--- config.mk ---
export PLATFORM = sky130hd
export DESIGN_NAME = pattern_shift_engine
export DESIGN_NICKNAME = d
export VERILOG_FILES = /design/src/rtl/pattern_shift_engine.sv
export SDC_FILE = /design/constraint.sdc
export NUM_CORES = 1
export LEC_CHECK = 0
export ABC_AREA = 0
export CAP_MARGIN = 20
export CORE_UTILIZATION = 30
export DETAILED_ROUTE_END_ITERATION = 16
export GPL_TIMING_DRIVEN = 0
export SYNTH_ARGS = -nofsm -noshare
export SYNTH_HDL_FRONTEND = slang
export SYNTH_SLANG_ARGS = --single-unit
--- constraint.sdc ---
create_clock -name clk -period 2.25 [get_ports clk]
set_clock_uncertainty 0.2 [all_clocks]
set_input_delay 0.45 -clock clk [delete_from_list [all_inputs] [get_ports clk]]
set_output_delay 0.45 -clock clk [all_outputs]
set_load 0.005 [all_outputs]
--- src/rtl/pattern_shift_engine.sv ---
`default_nettype none
// ============================================================================
// Module      : pattern_shift_engine
// Description : LED pattern engine. A W-bit register advanced by an internal
//               prescaler tick or a manual step pulse, in serial shift,
//               rotate or bounce ("ping-pong") mode, with parallel load and
//               pause.
// Ports       : clk        - system clock
//               rst        - synchronous active-high reset
//               mode       - 0 SHIFT, 1 ROTATE, 2 BOUNCE, 3 HOLD
//               dir        - 0 right (towards bit 0), 1 left (SHIFT/ROTATE);
//                            also the bounce direction taken on load
//               serial_in  - fill bit for SHIFT mode
//               load       - parallel load strobe (beats any advance)
//               load_data  - value loaded into q
//               pause      - freezes the prescaler and masks tick
//               step       - one-cycle manual advance pulse
//               q          - register contents (registered)
//               tick       - prescaler pulse, one cycle per 2**TICK_DIV
//               bounce_dir - bounce state: 0 MOVE_R, 1 MOVE_L (registered)
// Revision    : 1.0 - initial release
// ============================================================================
module pattern_shift_engine #(
    parameter int             W             = 8,
    parameter int             TICK_DIV      = 23,
    parameter logic [W-1:0]   RESET_PATTERN = {{(W-1){1'b0}}, 1'b1}
) (
    input  logic          clk,
    input  logic          rst,
    input  logic [1:0]    mode,
    input  logic          dir,
    input  logic          serial_in,
    input  logic          load,
    input  logic [W-1:0]  load_data,
    input  logic          pause,
    input  logic          step,
    output logic [W-1:0]  q,
    output logic          tick,
    output logic          bounce_dir
);

    localparam logic [1:0]          c_MODE_SHIFT  = 2'd0;
    localparam logic [1:0]          c_MODE_ROTATE = 2'd1;
    localparam logic [1:0]          c_MODE_BOUNCE = 2'd2;

    localparam logic [0:0]          c_MOVE_R      = 1'b0;
    localparam logic [0:0]          c_MOVE_L      = 1'b1;

    localparam logic [TICK_DIV-1:0] c_CNT_ONE     = {{(TICK_DIV-1){1'b0}}, 1'b1};

    logic [TICK_DIV-1:0] r_cnt;
    logic [W-1:0]        r_q;
    logic [0:0]          r_bounce_dir;

    logic                w_tick;
    logic                w_advance;
    logic [W-1:0]        w_q_next;
    logic [0:0]          w_bounce_dir_next;

    // Tick is decoded straight from the count so an advance lands in the
    // same cycle the tick is visible; pause masks it because the count is
    // frozen and would otherwise fire on every paused cycle at all-ones.
    assign w_tick    = (r_cnt == {TICK_DIV{1'b1}}) && !pause;
    assign w_advance = w_tick | step;

    // Next-state / next-pattern logic. Load wins over advance, so a tick or
    // step coinciding with a load is simply lost.
    always_comb begin
        w_q_next          = r_q;
        w_bounce_dir_next = r_bounce_dir;
        if (load) begin
            w_q_next          = load_data;
            w_bounce_dir_next = dir;
        end else if (w_advance) begin
            case (mode)
                c_MODE_SHIFT: begin
                    if (dir) w_q_next = {r_q[W-2:0], serial_in};
                    else     w_q_next = {serial_in, r_q[W-1:1]};
                end
                c_MODE_ROTATE: begin
                    if (dir) w_q_next = {r_q[W-2:0], r_q[W-1]};
                    else     w_q_next = {r_q[0], r_q[W-1:1]};
                end
                c_MODE_BOUNCE: begin
                    // Reaching the end bit reverses and moves away in the same
                    // advance; an all-zero pattern never hits an end, so it
                    // stays zero with the direction untouched.
                    if (r_bounce_dir == c_MOVE_R) begin
                        if (r_q[0]) begin
                            w_bounce_dir_next = c_MOVE_L;
                            w_q_next          = {r_q[W-2:0], 1'b0};
                        end else begin
                            w_q_next          = {1'b0, r_q[W-1:1]};
                        end
                    end else begin
                        if (r_q[W-1]) begin
                            w_bounce_dir_next = c_MOVE_R;
                            w_q_next          = {1'b0, r_q[W-1:1]};
                        end else begin
                            w_q_next          = {r_q[W-2:0], 1'b0};
                        end
                    end
                end
                default: begin
                    w_q_next          = r_q;
                    w_bounce_dir_next = r_bounce_dir;
                end
            endcase
        end
    end

    // State registers. Load leaves the prescaler running undisturbed.
    always_ff @(posedge clk) begin
        if (rst) begin
            r_cnt        <= '0;
            r_q          <= RESET_PATTERN;
            r_bounce_dir <= c_MOVE_R;
        end else begin
            r_q          <= w_q_next;
            r_bounce_dir <= w_bounce_dir_next;
            if (!pause) begin
                r_cnt <= r_cnt + c_CNT_ONE;
            end
        end
    end

    assign q          = r_q;
    assign tick       = w_tick;
    assign bounce_dir = r_bounce_dir[0];

endmodule
`default_nettype wire

* Word-level counts from Yosys, hierarchy flattened
Index checks and enable logic that the tools add are counted.
W data, S select, Z words.
** Operators by class
- Add/subtract/negate cells :: 1
- Eq/ne operators :: 3
- Multiplexer cells :: 14
- Bitwise operators :: 1
- Reduce and logical (&&, ||, !) cells :: 8
** Operators with widths (number)
- $mux W8 :: 7
- $pmux W8 S3 :: 1
- $add A23 B1 Y23 const B :: 1
- $eq A23 B23 Y1 const B :: 1
- $mux W1 :: 6
- $reduce_and A2 Y1 :: 2
- $reduce_bool A2 Y1 :: 2
- $reduce_bool A4 Y1 :: 1
- $eq A2 B1 Y1 const B :: 1
- $eq A2 B2 Y1 const B :: 1
- $logic_not A2 Y1 :: 1
- $logic_and A1 B1 Y1 :: 1
- $logic_not A1 Y1 :: 1
- $or A1 B1 Y1 :: 1
** Word-level totals
- Bits in registers :: 32
- Input bits :: 17
- Output and inout bits :: 10
- Word-level logic and storage cells :: 30

* Logic depth before layout (Yosys ltp)
- Word-level depth :: 5
- Depth in mapped cells :: 8
- Gate-level depth less buffers :: 7

* Worst setup path before layout
No wires, ideal clock.
- Path kind :: input to register
- From :: input port mode[0]
- To :: register r_q[7], in the netlist q[7]
- Library setup time :: 96 ps
- Arrival time :: 1880 ps
- Required time :: 1954 ps
- Setup slack :: 75 ps
- Stages on the path :: 8
- Buffers on the path :: 1
- Path through :: inv_1 -> ha_1 -> or2_2 -> a21o_1 -> a31oi_4 -> buf_6 -> nand3b_1 -> o41ai_2
** Between the ends
- Longest elaborated chain between the ends :: 4
- Elaborated cells between the ends (all ways) :: 8
- Classes of those cells :: eq/ne (2); mux (3); reduce/logical (3)
** RTL lines
- start, declared :: RTL line 30 : input logic [1:0] mode,
- $eq A2 B2 Y1, or another cell as far along :: RTL line 75 : case (mode)
- $pmux W8 S3 :: RTL line 75
- $mux W8 :: RTL line 74 : end else if (w_advance) begin
- $mux W8 :: RTL line 71 : if (load) begin
- end signal, assigned :: RTL line 119 : r_q <= w_q_next;
- end, declared :: RTL line 52 : logic [W-1:0] r_q;
Several ways; a longest one is shown, not always the timed one. The select of a mux whose other input is x is not followed.
A chain may end at the register's enable or synchronous reset.

* Worst setup path in the final report
- From :: register r_cnt[11]
- To :: output port tick
** Between the ends
- Longest elaborated chain between the ends :: 2
** RTL lines
- start, declared :: RTL line 51 : logic [TICK_DIV-1:0] r_cnt;
- start signal, assigned :: RTL line 122 : r_cnt <= r_cnt + c_CNT_ONE;
- $eq A23 B23 Y1 :: RTL line 63 : assign w_tick = (r_cnt == {TICK_DIV{1'b1}}) && !pause;
- $logic_and A1 B1 Y1 :: RTL line 63
- end, declared :: RTL line 38 : output logic tick,
No other way between the ends.

==> metrics.md <==
| Metric | Value |
|---|---|
| Clock latency reported for the late side of the worst-skew pair | 290 ps |
| Switching power | 358 uW |
| Number of filler cells placed in the layout | 612 |
| Cell taking the most area after synthesis | dfxtp_1 |
| Unrepaired setup endpoints after global routing | false |
| Proportion of register bits with asynchronous set or reset after synthesis | 0% |
| Final Core Density | 42.0% |
| Wire length of the first global-routing pass | 7800 um |
| Post-synthesis average cell area | 8.41 um^2 |
| MaxCap Viol Count | 0 |
| Setup violations, final | 0 |
| Element type at the critical path start | register |
| Leading cell types by total area after synthesis | dfxtp_1 (34%), nor2_1 (6.8%), xor2_1 (6.5%), nand3_1 (3.7%), nor2b_1 (3.7%) |
| Total detailed-routing wirelength | 4660 um |
| Routability cong. | 0.837 |
| Final Hold Viols | 0 |
| Syn Inst Count | 224 |
| Internal power | 1.09 mW |
| Pwr/cell area | 577 nW/um^2 |
| Y dimension of the die | 81.3 um |
| Sequential share of power | 42.0% |
| I/O pin count | 27 |
| Share of the yosys chip area belonging to registers | 34.0% |
| Antenna Cells | 0 |
| Total global routing overflow | 0 |
| Fin cells | 341 |
| Number of clock sinks | 32 |
| Largest net degree at the start of global routing | 11 |
| Post-DR wirelength/cell | 13.7 um |
| EDFF count, synth | 0 |
| Cell area after layout | 2510 um^2 |
| Number of buffers inserted by hold repair at cts | 0 |
| Final clock period utilization by the worst path | 96.6% |
| CTS tree | yes |
| Total negative slack | 0 ps |
| Reg clk slew, reported paths | 70 ps |
| Routed via count | 1734 |
| Post-synthesis instance area | 1880 um^2 |
| Crit path arrival time | 1520 ps |
| Core Region | 5990 um^2 |
| Netlist cell types | 44 |
| Number of cells in the design after placement | 325 |
| Via density per instance | 5.09 |
| Port Buf Inserts | 26 |
| All-Layer GR Usage | 15.6% |
| Data required time at the worst endpoint | 1600 ps |
| Final Total Pwr | 1.45 mW |
| Post-layout nets | 286 |
| Net count after synthesis | 245 |
| Number of buffers between clock root and the deepest sink | 2 |
| Antenna violations before repair | 0 |
| Highest net fanout along the worst path | 2 |
| Row Count | 28 |
| Min-delay worst type | register to register |
| Post-DRT Antenna Nets | 0 |
| Synth-to-Final Area Change | 33.4% |
| Count of yosys warnings during synthesis | 0 |
| Relative slew slack | 63.8% |
| Area of the die | 6600 um^2 |
| Number of synthesized register bits | 32 |
| Measured slew at the worst slew-check pin | 540 ps |
| Total clock buffers created by CTS | 5 |
| Post-synth top flop | dfxtp_1 |
| Maximum vdd ir drop | 0.274 mV |
| CP Capture Type | output pin |
| Max Fclk | 460 MHz |
| Final critical-path required period | 2170 ps |
| Post-detail-place hpwl | 3100 um |
| Switching share of total power | 24.7% |
| Cell at the root of the clock tree | clkbuf_8 |
| Drt drc | 0 |
| Area after detailed placement | 2240 um^2 |
| Synth top area share | 34.0% |
| Result of the run | completed |
| Share of power burned in the clock network | 42.3% |
| DRC violation total after the first TritonRoute iteration | 90 |
| Critical path start-end classification | register to output pin |
| Ratio of cells with drive above 1 in the final layout | 17.3% |
| Pre-Repair DR Iteration Count | 4 |
| Pleak | 0.968 nW |
| Initial Util | 31.5% |
| Relative contribution of combinational cells to total power | 15.6% |
| Vias in the first global route | 1630 |
| Deepest level of the CTS H-tree | 2 |
| Overall die width | 81.3 um |
| Final number of max-transition violations | 0 |
## placed cells by master (no fill, tap or decap), drive strengths merged, types with 2 or more instances in the layout
| master | synthesis | final |
|---|---|---|
| nor2 | 34 | 34 |
| dfxtp | 32 | 32 |
| clkdlybuf4s50 | 0 | 22 |
| nand3 | 15 | 15 |
| xor2 | 14 | 14 |
| clkbuf | 7 | 14 |
| nor2b | 11 | 11 |
| buf | 3 | 11 |
| nand2 | 9 | 9 |
| nor3 | 8 | 8 |
| xnor2 | 7 | 7 |
| a21oi | 7 | 7 |
| nand3b | 7 | 7 |
| o41ai | 7 | 7 |
| inv | 6 | 6 |
| and3 | 5 | 5 |
| mux2i | 5 | 5 |
| o21ai | 5 | 5 |
| nand4 | 5 | 5 |
| a211oi | 4 | 4 |
| o22ai | 4 | 4 |
| and2 | 4 | 4 |
| ha | 4 | 4 |
| a21o | 3 | 3 |
| dlygate4sd2 | 0 | 3 |
| nand4b | 3 | 3 |
| nor4 | 3 | 3 |
| a221oi | 2 | 2 |
| or2 | 2 | 2 |
| a31oi | 2 | 2 |
## registers in the layout, summed over array words and instances (netlist names)
register and flops:
bounce_dir 1, q 8, r_cnt 23
## layer usage
layer  vias up  track usage, %  share of wire (%)
li1        883               -                  -
met1       800            19.7                 47
met2        44            25.4                 46
met3         7            4.16                6.2
met4         0            5.71                1.1
met5         -               0                  0
## power groups by stage
stage	clock, mW	sequential (mW)	combinational, mW
after floorplan	0	0.619	0.119
after global placement	0	0.627	0.205
after detailed placement	0	0.627	0.206
after CTS	0.629	0.608	0.225
after global routing	0.655	0.611	0.252
final	0.614	0.609	0.226
## critical path, cell delays in order, from the launching register on
cell,delay (ps)
dfxtp_4,370
nand4_4,120
nor4_4,330
and2_4,180
dlygate4sd2_1,220
## final cells by class
type                            instances  area [um^2]  area share, %
Buffer                                 10         48.8           1.94
Clock buffer                            7         96.3           3.83
Clock inverter                          1         30.0           1.19
Inverter                                6         22.5          0.896
Multi-Input combinational cell        176         1240           49.3
Sequential cell                        32          668           26.6
Tap cell                               75         93.8           3.73
Timing Repair Buffer                   34          315           12.5
## logic make-up (layout without fill, tap and decap cells)
logic type,after synthesis,in the layout,share of synthesized area [%]
mux,5,5,2.66
fa+ha+maj,4,4,2.66
simple gates,108,108,31.9
flops,32,32,34.0
xor+xnor,21,21,9.76
compound gates,38,38,15.5
buf+inv,16,58,3.59
## Yosys cell counts, drive strengths merged (2+ instances only)
library cell  number
nor2              34
dfxtp             32
nand3             15
xor2              14
nor2b             11
nand2              9
nor3               8
a21oi              7
clkbuf             7
nand3b             7
o41ai              7
xnor2              7
inv                6
and3               5
mux2i              5
nand4              5
o21ai              5
a211oi             4
and2               4
ha                 4
o22ai              4
a21o               3
buf                3
nand4b             3
nor4               3
a221oi             2
a31oi              2
or2                2
## worst paths after layout
path,from,end,slack [ps],cells past startpoint
max,r_cnt[11]$_SDFFE_PP0N_,tick,80,4
min,r_cnt[21]$_SDFFE_PP0N_,r_cnt[21]$_SDFFE_PP0N_,330,2
min reg2reg,r_cnt[21]$_SDFFE_PP0N_,r_cnt[21]$_SDFFE_PP0N_,330,2
max reg2reg,r_cnt[11]$_SDFFE_PP0N_,q[2]$_SDFFE_PP0P_,280,6
## stage by stage
stage               hold slack, ps  setup slack [ps]
global placement               306              -906
finish                         328              77.3
floorplan                      280              74.5
global route                   363              6.48
CTS                            322              67.9
detailed placement             310              -896
## repair_timing
action | 4_1_cts | 5_1_grt
endpoints found under the setup margin | 11 | 8
setup buffers | 6 | 1
pin swaps | 4 | 2
gates resized for setup | 33 | 6
cloned | 1 | 0
(Power assumes the default switching activity.)
